===== src/rtl/gpio_chaser_if.sv =====
// Control/status bundle between the register block (master) and the GPIO chaser (slave).
interface gpio_chaser_if #(
    parameter int unsigned NUM_PINS   = 34,
    parameter int unsigned PRESCALE_W = 14,
    parameter int unsigned POS_W      = $clog2(NUM_PINS)
);
    logic                  enable;
    logic                  stop;
    logic [1:0]            mode;
    logic [PRESCALE_W-1:0] prescaler;
    logic [NUM_PINS-1:0]   gpio;
    logic [POS_W-1:0]      position;
    logic                  busy;
    logic                  done;

    modport master (
        output enable, stop, mode, prescaler,
        input  gpio, position, busy, done
    );

    modport slave (
        input  enable, stop, mode, prescaler,
        output gpio, position, busy, done
    );
endinterface


===== src/rtl/gpio_chaser.sv =====
// One-hot GPIO sequencer: steps a single lit pin through NUM_PINS outputs on a
// programmable period, in one-shot forward/reverse, continuous or ping-pong order.
module gpio_chaser #(
    parameter int unsigned NUM_PINS       = 34,
    parameter int unsigned PRESCALE_W     = 14,
    parameter int unsigned TICKS_PER_UNIT = 10000
) (
    input logic          clk,
    input logic          rst,
    gpio_chaser_if.slave bus
);
    localparam int unsigned POS_W = $clog2(NUM_PINS);
    localparam int unsigned CNT_W = PRESCALE_W + $clog2(TICKS_PER_UNIT) + 1;

    localparam logic [POS_W-1:0]    LAST_POS = POS_W'(NUM_PINS - 1);
    localparam logic [POS_W-1:0]    ONE_POS  = POS_W'(1);
    localparam logic [CNT_W-1:0]    ONE_CNT  = CNT_W'(1);
    localparam logic [NUM_PINS-1:0] ONE_HOT0 = NUM_PINS'(1);

    localparam logic [1:0] MODE_ONCE_FWD = 2'b00;
    localparam logic [1:0] MODE_CONT_FWD = 2'b01;
    localparam logic [1:0] MODE_PINGPONG = 2'b10;
    localparam logic [1:0] MODE_ONCE_REV = 2'b11;

    typedef enum logic [0:0] {StIdle, StRun} state_e;

    state_e                state_q, state_d;
    logic [1:0]            mode_q, mode_d;
    logic [PRESCALE_W-1:0] pre_q, pre_d;
    logic [POS_W-1:0]      pos_q, pos_d;
    logic                  dir_down_q, dir_down_d;
    logic [CNT_W-1:0]      cnt_q, cnt_d;
    logic [NUM_PINS-1:0]   gpio_q, gpio_d;
    logic                  busy_q, busy_d;
    logic                  done_q, done_d;

    logic [CNT_W-1:0] period;
    logic             last_tick;

    // Full-width product: the counter never truncates the step period.
    assign period    = CNT_W'(pre_q) * CNT_W'(TICKS_PER_UNIT);
    assign last_tick = (cnt_q == period - ONE_CNT);

    always_comb begin
        state_d    = state_q;
        mode_d     = mode_q;
        pre_d      = pre_q;
        pos_d      = pos_q;
        dir_down_d = dir_down_q;
        cnt_d      = cnt_q;
        done_d     = 1'b0;

        unique case (state_q)
            StIdle: begin
                pos_d = '0;
                cnt_d = '0;
                if (!bus.stop && bus.enable && (bus.prescaler != '0)) begin
                    state_d    = StRun;
                    mode_d     = bus.mode;
                    pre_d      = bus.prescaler;
                    pos_d      = (bus.mode == MODE_ONCE_REV) ? LAST_POS : '0;
                    dir_down_d = (bus.mode == MODE_ONCE_REV);
                end
            end
            StRun: begin
                if (bus.stop) begin
                    state_d = StIdle;
                    pos_d   = '0;
                    cnt_d   = '0;
                end else if (bus.enable) begin
                    cnt_d = cnt_q + ONE_CNT;
                    if (last_tick) begin
                        cnt_d = '0;
                        pre_d = bus.prescaler;
                        if (bus.prescaler == '0) begin
                            // A zero period cannot be counted; abort quietly.
                            state_d = StIdle;
                            pos_d   = '0;
                        end else begin
                            unique case (mode_q)
                                MODE_ONCE_FWD: begin
                                    if (pos_q == LAST_POS) begin
                                        state_d = StIdle;
                                        pos_d   = '0;
                                        done_d  = 1'b1;
                                    end else begin
                                        pos_d = pos_q + ONE_POS;
                                    end
                                end
                                MODE_CONT_FWD: begin
                                    if (pos_q == LAST_POS) begin
                                        pos_d  = '0;
                                        done_d = 1'b1;
                                    end else begin
                                        pos_d = pos_q + ONE_POS;
                                    end
                                end
                                MODE_PINGPONG: begin
                                    if (!dir_down_q) begin
                                        pos_d = pos_q + ONE_POS;
                                        if (pos_d == LAST_POS) dir_down_d = 1'b1;
                                    end else begin
                                        pos_d = pos_q - ONE_POS;
                                        if (pos_d == '0) begin
                                            dir_down_d = 1'b0;
                                            done_d     = 1'b1;
                                        end
                                    end
                                end
                                MODE_ONCE_REV: begin
                                    if (pos_q == '0) begin
                                        state_d = StIdle;
                                        done_d  = 1'b1;
                                    end else begin
                                        pos_d = pos_q - ONE_POS;
                                    end
                                end
                                default: ;
                            endcase
                        end
                    end
                end
            end
            default: state_d = StIdle;
        endcase

        gpio_d = (state_d == StRun) ? (ONE_HOT0 << pos_d) : '0;
        busy_d = (state_d == StRun);
    end

    always_ff @(posedge clk) begin
        if (rst) begin
            state_q    <= StIdle;
            mode_q     <= '0;
            pre_q      <= '0;
            pos_q      <= '0;
            dir_down_q <= 1'b0;
            cnt_q      <= '0;
            gpio_q     <= '0;
            busy_q     <= 1'b0;
            done_q     <= 1'b0;
        end else begin
            state_q    <= state_d;
            mode_q     <= mode_d;
            pre_q      <= pre_d;
            pos_q      <= pos_d;
            dir_down_q <= dir_down_d;
            cnt_q      <= cnt_d;
            gpio_q     <= gpio_d;
            busy_q     <= busy_d;
            done_q     <= done_d;
        end
    end

    assign bus.gpio     = gpio_q;
    assign bus.position = pos_q;
    assign bus.busy     = busy_q;
    assign bus.done     = done_q;
endmodule


===== src/flat_wrapper.sv =====
// flat-port wrapper written by rule: the top's interface ports become plain ports
module gpio_chaser_flat 
#(
    parameter int unsigned NUM_PINS       = 34,
    parameter int unsigned PRESCALE_W     = 14,
    parameter int unsigned TICKS_PER_UNIT = 10000
)
  (clk, rst, bus_enable, bus_stop, bus_mode, bus_prescaler, bus_gpio, bus_position, bus_busy, bus_done);
  gpio_chaser_if #(.NUM_PINS(NUM_PINS), .PRESCALE_W(PRESCALE_W)) bus_i ();
  input logic clk;
  input logic rst;
  input wire logic [$bits(bus_i.enable)-1:0] bus_enable;
  input wire logic [$bits(bus_i.stop)-1:0] bus_stop;
  input wire logic [$bits(bus_i.mode)-1:0] bus_mode;
  input wire logic [$bits(bus_i.prescaler)-1:0] bus_prescaler;
  output wire logic [$bits(bus_i.gpio)-1:0] bus_gpio;
  output wire logic [$bits(bus_i.position)-1:0] bus_position;
  output wire logic [$bits(bus_i.busy)-1:0] bus_busy;
  output wire logic [$bits(bus_i.done)-1:0] bus_done;
  assign bus_i.enable = bus_enable;
  assign bus_i.stop = bus_stop;
  assign bus_i.mode = bus_mode;
  assign bus_i.prescaler = bus_prescaler;
  assign bus_gpio = bus_i.gpio;
  assign bus_position = bus_i.position;
  assign bus_busy = bus_i.busy;
  assign bus_done = bus_i.done;
  gpio_chaser #(.NUM_PINS(NUM_PINS), .PRESCALE_W(PRESCALE_W), .TICKS_PER_UNIT(TICKS_PER_UNIT)) u_core (.clk(clk), .rst(rst), .bus(bus_i));
endmodule

===== config.mk =====
export PLATFORM = sky130hd
export DESIGN_NAME = gpio_chaser_flat
export DESIGN_NICKNAME = d
export VERILOG_FILES = /design/src/rtl/gpio_chaser_if.sv /design/src/rtl/gpio_chaser.sv /design/src/flat_wrapper.sv
export SDC_FILE = /design/constraint.sdc
export NUM_CORES = 1
export LEC_CHECK = 0
export BUFFER_PORTS_ARGS = -buffer_cell sky130_fd_sc_hd__buf_2
export CORE_UTILIZATION = 56
export CTS_BUF_LIST = sky130_fd_sc_hd__clkbuf_16
export DETAILED_ROUTE_END_ITERATION = 8
export HOLD_SLACK_MARGIN = 0.05
export PLACE_DENSITY = 0.78
export SYNTH_ARGS = -nofsm -noshare
export SYNTH_HDL_FRONTEND = slang
export SYNTH_SLANG_ARGS = --single-unit

===== constraint.sdc =====
create_clock -name clk -period 5.8 [get_ports clk]
set_input_delay 0.87 -clock clk [delete_from_list [all_inputs] [get_ports clk]]
set_output_delay 0.87 -clock clk [all_outputs]
set_load 0.02 [all_outputs]

==> Word-level counts from Yosys, hierarchy flattened <==
Index checks and enable logic that the tools add are counted.
{ "classes": {"bitwise_logic": 4, "n_shift": 1, "n_addsub": 4, "n_reduce_logical": 14, "n_eq_ne": 14, "n_mux": 44, "multipliers": 1} }
{ "op_table": {"columns": ["operator", "n"], "rows": [
  ["29-bit 2-to-1 mux", 3],
  ["29-bit one-hot mux with 2 select lines", 1],
  ["14-bit 2-to-1 mux", 4],
  ["6-bit 2-to-1 mux", 9],
  ["1-bit by 6-bit << shifter with 34-bit output (first input constant)", 1],
  ["29-bit by 1-bit adder with 29-bit output (second input constant)", 1],
  ["29-bit == test", 1],
  ["28-bit by 1-bit subtractor with 29-bit output (second input constant)", 1],
  ["14-bit one-hot mux with 2 select lines", 1],
  ["14-bit by 10-bit multiplier with 24-bit output (second input constant)", 1],
  ["1-bit 2-to-1 mux", 20],
  ["6-bit one-hot mux with 3 select lines", 1],
  ["14-bit logical NOT", 1],
  ["14-bit nonzero test", 1],
  ["6-bit == test (second input constant)", 2],
  ["6-bit logical NOT", 2],
  ["6-bit one-hot mux with 2 select lines", 1],
  ["2-bit inequality test (second input constant)", 5],
  ["6-bit by 1-bit adder with 6-bit output (second input constant)", 1],
  ["2-bit == test (second input constant)", 3],
  ["1-bit one-hot mux with 2 select lines", 3],
  ["6-bit AND reduction", 1],
  ["6-bit OR reduction", 1],
  ["6-bit by 1-bit subtractor with 6-bit output (second input constant)", 1],
  ["11 further kinds", 16]
]} }
{ "word_totals": {"ff_bits": 88, "output_inout_bits": 42, "elab_cells": 90, "in_bits": 20} }

==> Longest topological paths before layout <==
Gate-level depths: netlist (run 1).
{ "logic_depth": {"ltp_word": 10, "depth_mapped": 24, "depth_no_buf": 20} }

==> Worst setup path after synthesis (run 1) <==
OpenSTA, ideal clock, no wires.
{ "synth_timing": {"kind": "reg-to-reg", "startpoint": "register u_core.pre_q[6]", "endpoint": "register u_core.gpio_q[29], in the netlist u_core.bus.gpio[29]", "synth_period_minus_slack_ns": 6.158, "required_ns": 5.671, "t_arrival_ns": 6.028, "setup_time_ns": 0.129, "n_path_buf": 1, "slack_ns": -0.358, "stages_incl_launch_ff": 20, "cell_sequence": "dfxtp_1 -> fa_1 -> ha_1 -> fa_1 -> ha_1 -> fa_1 -> ha_1 -> a21o_1 -> nand2b_1 -> o22a_1 -> buf_6 -> a311o_1 -> a2111oi_4 -> nor4b_2 -> xor2_1 -> o22ai_2 -> or4_4 -> or4_4 -> o211ai_2 -> nor3_1"} }
{ "synth_via": {"elab_chain_len": 9, "word_cells_on_any_way": 14, "classes_between": "1 x add/sub; 1 x mul; 1 x eq/ne; 1 x shift; 8 x mux; 1 x bitwise; 1 x reduce/logical"} }
{ "synth_lines": {"columns": ["element", "line_no", "text"], "rows": [
  ["start: declaration", "gpio_chaser.sv:29", "logic [PRESCALE_W-1:0] pre_q, pre_d;"],
  ["start signal: assignment", "gpio_chaser.sv:145", "pre_q <= pre_d;"],
  ["14-bit by 10-bit multiplier with 24-bit output (*)", "gpio_chaser.sv:41", "assign period = CNT_W'(pre_q) * CNT_W'(TICKS_PER_UNIT);"],
  ["28-bit by 1-bit subtractor with 29-bit output (*)", "gpio_chaser.sv:42", "assign last_tick = (cnt_q == period - ONE_CNT);"],
  ["29-bit == test (*)", "gpio_chaser.sv:42", null],
  ["1-bit 2-to-1 mux", "gpio_chaser.sv:72", "if (last_tick) begin"],
  ["1-bit 2-to-1 mux", "gpio_chaser.sv:70", "end else if (bus.enable) begin"],
  ["1-bit 2-to-1 mux", "gpio_chaser.sv:66", "if (bus.stop) begin"],
  ["1-bit one-hot mux with 2 select lines", "gpio_chaser.sv:53", "unique case (state_q)"],
  ["1-bit inverter (no source line)", null, null],
  ["2-bit OR reduction (no source line)", null, null],
  ["end signal: assignment", "gpio_chaser.sv:149", "gpio_q <= gpio_d;"],
  ["end: declaration", "gpio_chaser.sv:33", "logic [NUM_PINS-1:0] gpio_q, gpio_d;"]
]} }
Every way passes the cells marked *; elsewhere a longest branch is shown, timed or not.
A chain may end at the register's enable or synchronous reset.

==> Final worst setup path (run 1) <==
Ends and elaborated chain as after synthesis.

==> out/qor.yml, run 1 <==
run_status:
  status: "finished with violations"
  violations: "setup timing"
critical_path:
  critical_path_required_ps: 6050
  path_cells: "fa_1 > ha_1 > fa_1 > ha_1 > fa_1 > ha_4 > a21o_1 > buf_6 > o21a_4 > buf_6 > o211ai_1 > o2111ai_4 > nor4b_4 > and3_4 > o22ai_4 > or4_4 > buf_6 > o211ai_1 > buf_4 > o211ai_4 > nor3_1"
  crit_arrival_ps: 6740
  r2r-start: "u_core.pre_q[6]"
  startpoint_type: "flop"
  reg2reg_slack_ps: -700
  critPathMaxFanout: 8
  endpoint_kind: "flop"
  crit_slowest_cell: "or4_4"
  path_class: "reg2reg"
  reg2reg_depth: 21
  crit_end: "u_core.bus.gpio[29]"
  slowest_delay_ps: 620
  startpoint: "u_core.pre_q[6]"
  timing.rr.end: "u_core.bus.gpio[29]"
yosys:
  syn_nets: 1030
  netlist_instances: 905
  synth_area_um2: 7700
  async_reset_ff_frac: 0
  synth_edf_count: 0
  ys_seq_area_frac: 0.229
  yosysWarnings: 0
  yosysTopAreaCell: "dfxtp_1"
  synth_ff_type: "dfxtp_1"
  synth_top_area_share: 0.229
  ys_types: 88
  synth.area.top_cells: "dfxtp_1, ha_1, fa_1"
  synth_area_per_cell_um2: 8.51
  synth_seq_cells: 88
cells_and_area:
  nFillCells: 732
  syn_to_final_growth_pct: 39.4
  seqCellArea_um2: 1790
  final_cell_count_no_fill: 1268
  layout-drive-gt1-share: 0.369
  antenna_cells: 0
  multiInputGateArea_um2: 6640
  final_nets: 1212
drt:
  initialDrtViolationCount: 831
  dr_total_vias: 8353
  detail-route-antenna-nets: 0
  vias_per_cell: 6.59
  drt-pass1-iter-count: 5
  drc: 0
  wl_mm: 26.8
  wire_per_inst_um: 21.2
global_routing:
  grt_max_degree: 34
  grt_pass1_vias: 7824
  grt_pass1_wl_mm: 37.8
  grtUsageTotal: 0.331
  grt.overflow.total: 0
  antenna_found_initial: 0
timing:
  hold_ws_ps: 534
  min_period_ps: 6500
  fin_ws_ps: -696
  finClkSkew_ps: 9.01
  fin_crit_sh: 1.12
  setup_viol: 86
  drv_slew: 0
  hold_violations: 0
  worst_pin_slew_ps: 1000
  fmax_mhz: 154
  rsz0062_at_grt: "true"
  slew_headroom: 0.330
min_path:
  hold_class: "reg2reg"
power_and_ir_drop:
  intPower_uw: 1410
  leakagePower_uw: 0.00471
  p_comb_frac: 0.464
  switchingPower_uw: 869
  swShare: 0.382
  p_seq_frac: 0.275
  clock_power_share: 0.262
  vdd_drop_max_mv: 0.164
  power.density_nw_per_um2: 212
floorplanning:
  row_count: 42
  die_area_um2: 14200
  die_x_um: 119
  io_pins: 62
  initial_core_util: 0.577
  die_y_um: 119
  core_um2: 13300
clock_network:
  cts-root-buf: "clkbuf_16"
  clockBufferDepth: 2
  htreeDepth: 3
  cts_made_buffers: 9
  tritoncts: "yes"
  postCtsHoldBufs: 0
  path_clk_slew_ps: 70
  clk_latency_ps: 360
  clock-sinks: 88
job:
  cap_violations: 0
placed_design:
  place_inst: 1215
  globalplace.congestion: 0.920
  dp_hpwl_mm: 15.7
  numPortBuffers: 61
==> cells in the mapped netlist (3+ instances only) <==
master / number
xnor2_1: 25
nor4b_2: 3
nand2b_1: 9
buf_2: 13
clkbuf_1: 19
o211a_1: 3
and4_1: 6
xnor3_1: 3
and3_1: 9
o21ai_1: 5
nand4_1: 19
o311ai_0: 10
a21oi_2: 4
and2_1: 6
nor4_1: 12
o21a_1: 9
a21o_1: 12
nor2b_1: 8
nand3b_1: 3
nor4b_1: 4
ha_1: 76
a21oi_1: 38
nand3_1: 37
xor2_1: 19
mux2i_1: 21
nor3_1: 56
o31ai_1: 3
buf_4: 3
a21boi_0: 3
dfxtp_1: 88
nand2_1: 77
a31oi_1: 6
fa_1: 29
a22oi_1: 4
a211oi_1: 8
inv_1: 55
or2_2: 7
o211ai_1: 8
a32oi_1: 3
nor2_1: 59
nor3b_1: 8
o21ai_0: 34
or3_1: 19
a2111oi_0: 3
==> worst min path at each step <==
stage | from | end | slack (ps) | cells after the start
2_1_floorplan | u_core.cnt_q[3] | u_core.cnt_q[3] | 470 | 2
3_3_place_gp | u_core.cnt_q[3] | u_core.cnt_q[3] | 490 | 2
3_5_place_dp | u_core.cnt_q[3] | u_core.cnt_q[3] | 520 | 2
4_1_cts | u_core.cnt_q[3] | u_core.cnt_q[3] | 530 | 2
5_1_grt | u_core.cnt_q[9] | u_core.cnt_q[9] | 560 | 2
6_report | u_core.cnt_q[9] | u_core.cnt_q[9] | 530 | 2
==> critical path, delay by kind of cell, from the launching register on <==
family | cells | cell delay [ps]
and+or+nand+nor | 4 | 1560
DFF | 1 | 380
buffers and inverters | 4 | 590
AOI/OAI and AO/OA | 7 | 1480
adders and majority gates | 6 | 2360
==> cell usage in the layout, fill, tap and decap left out, types with 23 or more instances in the layout <==
master	n
nand2_1	72
nor2_1	55
buf_2	61
dfxtp_1	78
ha_1	62
nor3_1	23
inv_1	55
fa_1	27
buf_4	122
a21oi_1	27
nand3_1	37
==> layer usage <==
| layer | up-vias | GRT usage | share of wire |
|---|---|---|---|
| li1 | 3673 | - | - |
| met1 | 3983 | 0.388 | 0.37 |
| met2 | 526 | 0.585 | 0.50 |
| met3 | 171 | 0.0489 | 0.070 |
| met4 | 0 | 0.167 | 0.062 |
| met5 | - | 0 | 0 |
==> repair_timing <==
item	4_1_cts	5_1_grt
gates resized for setup	96	102
pin swaps	44	44
endpoints found under the hold margin	0	0
cloned	1	2
setup buffers	19	17
setup endpoints to repair	84	86
==> flip-flops by register name, indices dropped and copies added, names as in the netlist <==
register	cells
u_core.bus.busy	1
u_core.pre_q	14
u_core.bus.gpio	34
u_core.mode_q	2
u_core.bus.done	1
u_core.cnt_q	29
u_core.dir_down_q	1
u_core.bus.position	6
==> through the flow <==
stage / total power (uW) / setup WS (ps) / cell area [um^2] / utilization / setup TNS, ps
floorplan: 1160 / -67.3 / 7960 / - / -485
finish: 2270 / -696 / 10700 / 0.805 / -37080
global placement: 1380 / -293 / 9140 / 0.685 / -14690
detailed placement: 1410 / -449 / 9140 / 0.685 / -21870
CTS: 2090 / -291 / 10100 / 0.754 / -13510
global route: 2350 / -880 / 10700 / 0.805 / -50910
==> cell families (layout without fill, tap and decap cells) <==
| kind of cell | Yosys count | count (layout) | synth area share |
|---|---|---|---|
| xor+xnor | 48 | 48 | 0.0609 |
| compound gates | 188 | 188 | 0.177 |
| flops | 88 | 88 | 0.229 |
| buf+inv | 92 | 279 | 0.0503 |
| mux | 26 | 26 | 0.0357 |
| simple gates | 358 | 358 | 0.249 |
| fa+ha+maj | 105 | 105 | 0.199 |
==> layout make-up <==
cell class              instances  share of cell area
well taps                     176              0.0205
inverters                      55              0.0192
clock buffers                   9              0.0210
multi-input cells             725               0.618
repair buffers                208               0.148
clock inverters                 7             0.00652
flip-flops and latches         88               0.167
==> power by group through the flow <==
stage                     Clock [uW]  Sequential, uW  Combinational [uW]
after floorplan                    0             638                 519
after global placement             0             637                 746
after detailed placement           0             637                 770
after CTS                        586             624                 877
after global routing             618             626                1110
final                            595             624                1060
(Power assumes the default switching activity.)
==> inputs of run 2 (changes only) <==
MAX_ROUTING_LAYER = met4   (was unset)
RECOVER_POWER = 25   (was unset)
SLEW_MARGIN = 25   (was unset)
==> run 2 against run 1 <==
The flow still finishes with violations (setup timing). Flip-flop and latch count unchanged. Maximum frequency increased by 1.0%. Total power decreased by 4.8%. Worst hold slack got worse by 6.6 ps. Sequential share of layout area increased by 0.18 points.
==> out/qor.yml, run 2 (synthesized netlist as in run 1, its figures left out) <==
min_path:
  hold_class: "reg2reg"
cells_and_area:
  nFillCells: 782  # +6.8%
  final_common_cell: "buf_4"
  post-route-cell-area_um2: 10600  # -1.0%
  multiInputGateArea_um2: 6530  # -1.5%
  layout-drive-gt1-share: 0.350  # -0.0190
  seqCellArea_um2: 1790  # unchanged
  syn_to_final_growth_pct: 38.0
  final_cell_mix: "buf_4, dfxtp_1, nand2_1"
  antenna_cells: 0  # unchanged
  final_nets: 1214  # +0.17%
  final_cell_count_no_fill: 1270  # +0.16%
  largest_reg_flops: 34  # unchanged
timing:
  setup_viol: 84  # -2.3%
  worst_pin_slew_ps: 853  # -150 ps
  min_period_ps: 6430  # -66.6 ps
  fin_ws_ps: -629  # +66.6 ps
  fin_crit_sh: 1.11  # -0.0115
  fmax_mhz: 156  # +1.0%
  rsz0062_at_grt: "true"
  hold_ws_ps: 527  # -6.59 ps
  drv_slew: 0  # unchanged
  tns_ps: -34850  # +2230 ps
  slew_headroom: 0.428  # +0.0981
  finClkSkew_ps: 9.20  # +0.194 ps
  hold_violations: 0  # unchanged
clock_network:
  clockBufferDepth: 2  # unchanged
  path_clk_slew_ps: 70  # about the same
  cts-root-buf: "clkbuf_16"
  clk_latency_ps: 360  # about the same
  clock-sinks: 88  # unchanged
  cts_made_buffers: 9  # unchanged
  htreeDepth: 3  # unchanged
  postCtsHoldBufs: 0  # unchanged
  tritoncts: "yes"
global_routing:
  grt.overflow.total: 0  # unchanged
  grtUsageTotal: 0.319  # -0.0123
  grt_max_degree: 34  # unchanged
  grt_pass1_wl_mm: 35.6  # -5.9%
  antenna_found_initial: 0  # unchanged
  grt_pass1_vias: 7366  # -5.9%
critical_path:
  critical_path_required_ps: 6050  # about the same
  path_class: "reg2reg"
  crit_arrival_ps: 6680  # -60 ps
  endpoint_kind: "flop"
  startpoint_type: "flop"
  critPathMaxFanout: 6  # -2
run_status:
  violations: "setup timing"
  status: "finished with violations"
drt:
  wire_per_inst_um: 19.9  # -5.8%
  dr_total_vias: 8040  # -3.7%
  wl_mm: 25.3  # -5.6%
  drc: 0  # unchanged
  initialDrtViolationCount: 714  # -14%
  vias_per_cell: 6.33  # -3.9%
  drt-pass1-iter-count: 6  # +1
  detail-route-antenna-nets: 0  # unchanged
placed_design:
  globalplace.congestion: 1.00  # +9.1%
  dp_hpwl_mm: 15.3  # -2.1%
  place_inst: 1217  # +0.16%
  place_ws_ps: -408  # +41.4 ps
  numPortBuffers: 61  # unchanged
  place_area_um2: 9160  # +0.16%
power_and_ir_drop:
  leakagePower_uw: 0.00458  # -2.9%
  power.density_nw_per_um2: 204  # -3.8%
  vdd_drop_max_mv: 0.174  # +6.1%
floorplanning:
  die_area_um2: 14200  # unchanged
  initial_core_util: 0.577  # unchanged
  die_x_um: 119  # unchanged
  die_y_um: 119  # unchanged
  io_pins: 62  # unchanged
  row_count: 42  # unchanged
  core_um2: 13300  # unchanged
job:
  cap_violations: 0  # unchanged
-- run 2: changes by cell type in the layout (fill, tap and decap cells not counted), moves of 5 or more --
cell      delta
clkbuf_1    +11
nand3_2      +7
nand3_1      -8
o311ai_1     -6
buf_4        +5
buf_2       -11
o311ai_2     +7
-- run 2: power by group --
part,internal (uW),total [uW],leakage [uW],switching (uW)
clock network,305,597,0.000144,292
logic,449,944,0.00371,496
registers,610,624,0.000718,14.0
-- run 2: final timing paths --
kind | startpoint | endpoint | slack, ps | depth (start not counted)
hold reg to reg | u_core.cnt_q[28] | u_core.cnt_q[28] | 530 | 2
hold / removal | u_core.cnt_q[28] | u_core.cnt_q[28] | 530 | 2
setup / recovery | u_core.pre_q[8] | u_core.bus.gpio[33] | -630 | 23
setup reg to reg | u_core.pre_q[8] | u_core.bus.gpio[33] | -630 | 23
-- run 2: metal layers --
metal	vias up	routed length, um	GRT usage
li1	3680	-	-
met3	128	1460	0.0503
met5	-	0	-
met1	3846	9850	0.370
met2	386	12600	0.552
met4	0	1390	0.122
-- run 2: final cells by class --
cell class | instances | area share
clock inverter | 7 | 0.00659
timing repair buffer | 210 | 0.149
multi-input combinational | 725 | 0.615
sequential | 88 | 0.169
clock buffer | 9 | 0.0212
tap | 176 | 0.0207
inverter | 55 | 0.0194
-- run 2: worst max-delay path: stages (launching register included) --
cell and delay, ps:
dfxtp_4 370, fa_1 550, ha_2 300, fa_1 570
ha_4 220, fa_1 550, ha_4 240, a21oi_4 180
nand2b_4 70, o22a_4 270, buf_4 150, buf_4 140
xnor3_1 220, nor4_1 210, a32oi_1 120, a211oi_1 550
nand4_1 280, nor4_4 200, buf_4 190, nand3_4 100
buf_6 170, a211oi_4 380, buf_6 210, nor4_2 60
-- run 2: repair_timing --
item                                    in CTS  in global routing
resized for setup                           51                123
setup buffers                               16                 20
pin swaps                                   30                 59
endpoints found under the hold margin        0                  0
endpoints found under the setup margin      81                 86
cloned                                       0                  4
-- run 2: through the flow --
stage,power [uW],util
after floorplan,1160,-
after global placement,1380,0.686
after detailed placement,1400,0.686
after CTS,2020,0.735
after global routing,2260,0.796
final,2170,0.796
==> inputs of run 3 (changes only) <==
CELL_PAD_IN_SITES_DETAIL_PLACEMENT = 0   (was unset)
CELL_PAD_IN_SITES_GLOBAL_PLACEMENT = 1   (was unset)
CORE_UTILIZATION = 42   (was 56)
PLACE_DENSITY = unset   (was 0.78)
PLACE_DENSITY_LB_ADDON = 0.1   (was unset)
==> run 3 against run 2 <==
The flow still finishes with violations (setup timing). Flip-flop and latch count stayed put. Final cell count is 6.1% higher. Combinational power is 6% higher. Non-clock buffer count is 24 higher. Total power is 2.0% higher. Sequential power hardly changed. Critical path type unchanged. Cell area is 3.4% higher. Clock skew is 5.5 ps higher. Worst hold slack worse by 32 ps.
==> out/qor.yml, run 3 (synthesized netlist as in run 1, its figures left out) <==
critical_path:
  startpoint_type: "flop"
  path_cells: "fa_1 > ha_1 > fa_1 > ha_4 > fa_1 > ha_4 > a21oi_4 > buf_6 > nand2b_4 > o22a_4 > buf_6 > o311ai_4 > a22oi_2 > buf_4 > or3_1 > or3_1 > nor4b_4 > a211o_4 > or4_4 > o211ai_4 > nor3_2"
  endpoint_kind: "flop"
  crit_buf_inv: 3  # -2
  crit_arrival_ps: 6410  # -270 ps
  slowest_delay_ps: 570  # about the same
  startpoint: "u_core.pre_q[8]"
  critPathMaxFanout: 8  # +2
  cp_top_family: "adder cells"
  crit_path_frequent_cell: "fa_1"
  r2r-start: "u_core.pre_q[8]"
  crit_slowest_cell: "fa_1"
  path_class: "reg2reg"
  critical_path_required_ps: 6040  # about the same
floorplanning:
  row_count: 49  # +17%
  die_x_um: 137  # +15%
  die_area_um2: 18900  # +33%
  initial_core_util: 0.429  # -0.148
  core_um2: 18000  # +35%
  die_y_um: 137  # +15%
  io_pins: 62  # unchanged
timing:
  setup_viol: 83  # -1.2%
  finClkSkew_ps: 14.7  # +5.52 ps
  hold_violations: 0  # unchanged
  min_period_ps: 6170  # -261 ps
  fin_ws_ps: -368  # +261 ps
  worst_pin_slew_ps: 816  # -37.3 ps
  fmax_mhz: 162  # +4.2%
  drv_slew: 0  # unchanged
  slew_headroom: 0.455  # +0.0272
  rsz0062_at_grt: "true"
  fin_crit_sh: 1.06  # -0.0450
  tns_ps: -16950  # +17900 ps
  hold_ws_ps: 495  # -31.8 ps
cells_and_area:
  final_cell_count_no_fill: 1347  # +6.1%
  layout-drive-gt1-share: 0.366  # +0.0157
  largest_reg_flops: 34  # unchanged
  final_cell_mix: "buf_4, dfxtp_1, nand2_1"
  antenna_cells: 0  # unchanged
  final_nets: 1238  # +2.0%
  syn_to_final_growth_pct: 42.6
  final_common_cell: "buf_4"
  post-route-cell-area_um2: 11000  # +3.4%
global_routing:
  grt_pass1_wl_mm: 37.9  # +6.5%
  grt_pass1_vias: 7469  # +1.4%
  antenna_found_initial: 0  # unchanged
  grtUsageTotal: 0.264  # -0.0549
  grt_max_degree: 34  # unchanged
  grt.overflow.total: 0  # unchanged
power_and_ir_drop:
  power.density_nw_per_um2: 201  # -1.3%
  leakagePower_uw: 0.00473  # +3.4%
  vdd_drop_max_mv: 0.155  # -11%
placed_design:
  numPortBuffers: 61  # unchanged
  dp_hpwl_mm: 18.2  # +19%
  place_ws_ps: -530  # -122 ps
  place_area_um2: 9420  # +2.8%
  place_inst: 1294  # +6.3%
  globalplace.congestion: 0.854  # -15%
run_status:
  violations: "setup timing"
  status: "finished with violations"
drt:
  detail-route-antenna-nets: 0  # unchanged
  wire_per_inst_um: 17.8  # -11%
  wl_mm: 24.0  # -5.3%
  drc: 0  # unchanged
  vias_per_cell: 5.64  # -11%
  dr_total_vias: 7591  # -5.6%
  drt-pass1-iter-count: 5  # -1
  initialDrtViolationCount: 395  # -45%
job:
  cap_violations: 0  # unchanged
clock_network:
  clk_latency_ps: 360  # about the same
  clockBufferDepth: 2  # unchanged
  postCtsHoldBufs: 0  # unchanged
  clock-sinks: 88  # unchanged
  htreeDepth: 3  # unchanged
  cts-root-buf: "clkbuf_16"
  path_clk_slew_ps: 80  # about the same
  cts_made_buffers: 9  # unchanged
  tritoncts: "yes"
min_path:
  hp-start: "u_core.cnt_q[3]"
  hold_class: "reg2reg"
## run 3: final cells by class
cell class,count,area (um^2)
Inverter,55,206
Tap cell,229,287
Timing Repair Buffer,234,1850
Clock inverter,7,71.3
Sequential cell,88,1790
Multi-Input combinational cell,725,6560
Fill cell,1563,6970
Clock buffer,9,225
## run 3: per-layer routing
metal / GRT usage / wire length, um
met1: 0.356 / 11500
met2: 0.418 / 11600
met3: 0.0331 / 552
met4: 0.0604 / 313
met5: - / 0
## run 3: metrics by stage
step,util,power [uW]
2_1_floorplan,-,1160
4_1_cts,0.581,2150
6_report,0.612,2210
3_5_place_dp,0.524,1430
3_3_place_gp,0.524,1410
5_1_grt,0.612,2330
## run 3: worst paths after layout
check                           cells after the start  slack, ps                   to
worst max-delay path                               21       -370  u_core.bus.gpio[19]
worst max register to register                     21       -370  u_core.bus.gpio[19]
worst min-delay path                                2        500      u_core.cnt_q[3]
worst min register to register                      2        500      u_core.cnt_q[3]
## run 3: worst reg2reg max path, cell delays in order (launching register included)
cell and delay (ps):
dfxtp_4 370, fa_1 470, ha_1 300, fa_1 570, ha_4 220, fa_1 520
ha_4 240, a21oi_4 190, buf_6 120, nand2b_4 50, o22a_4 260, buf_6 130
o311ai_4 250, a22oi_2 110, buf_4 160, or3_1 300, or3_1 390, nor4b_4 160
a211o_4 360, or4_4 570, o211ai_4 210, nor3_2 100
## run 3: what timing repair did
item,in CTS,in global routing
endpoints found under the setup margin,86,86
setup buffers,26,14
cloned,1,5
resized for setup,105,89
pin swaps,47,58
## run 3: report_power, final
| group | internal [uW] | switching, uW |
|---|---|---|
| Clock | 303 | 283 |
| Combinational | 483 | 516 |
| Sequential | 610 | 13.1 |
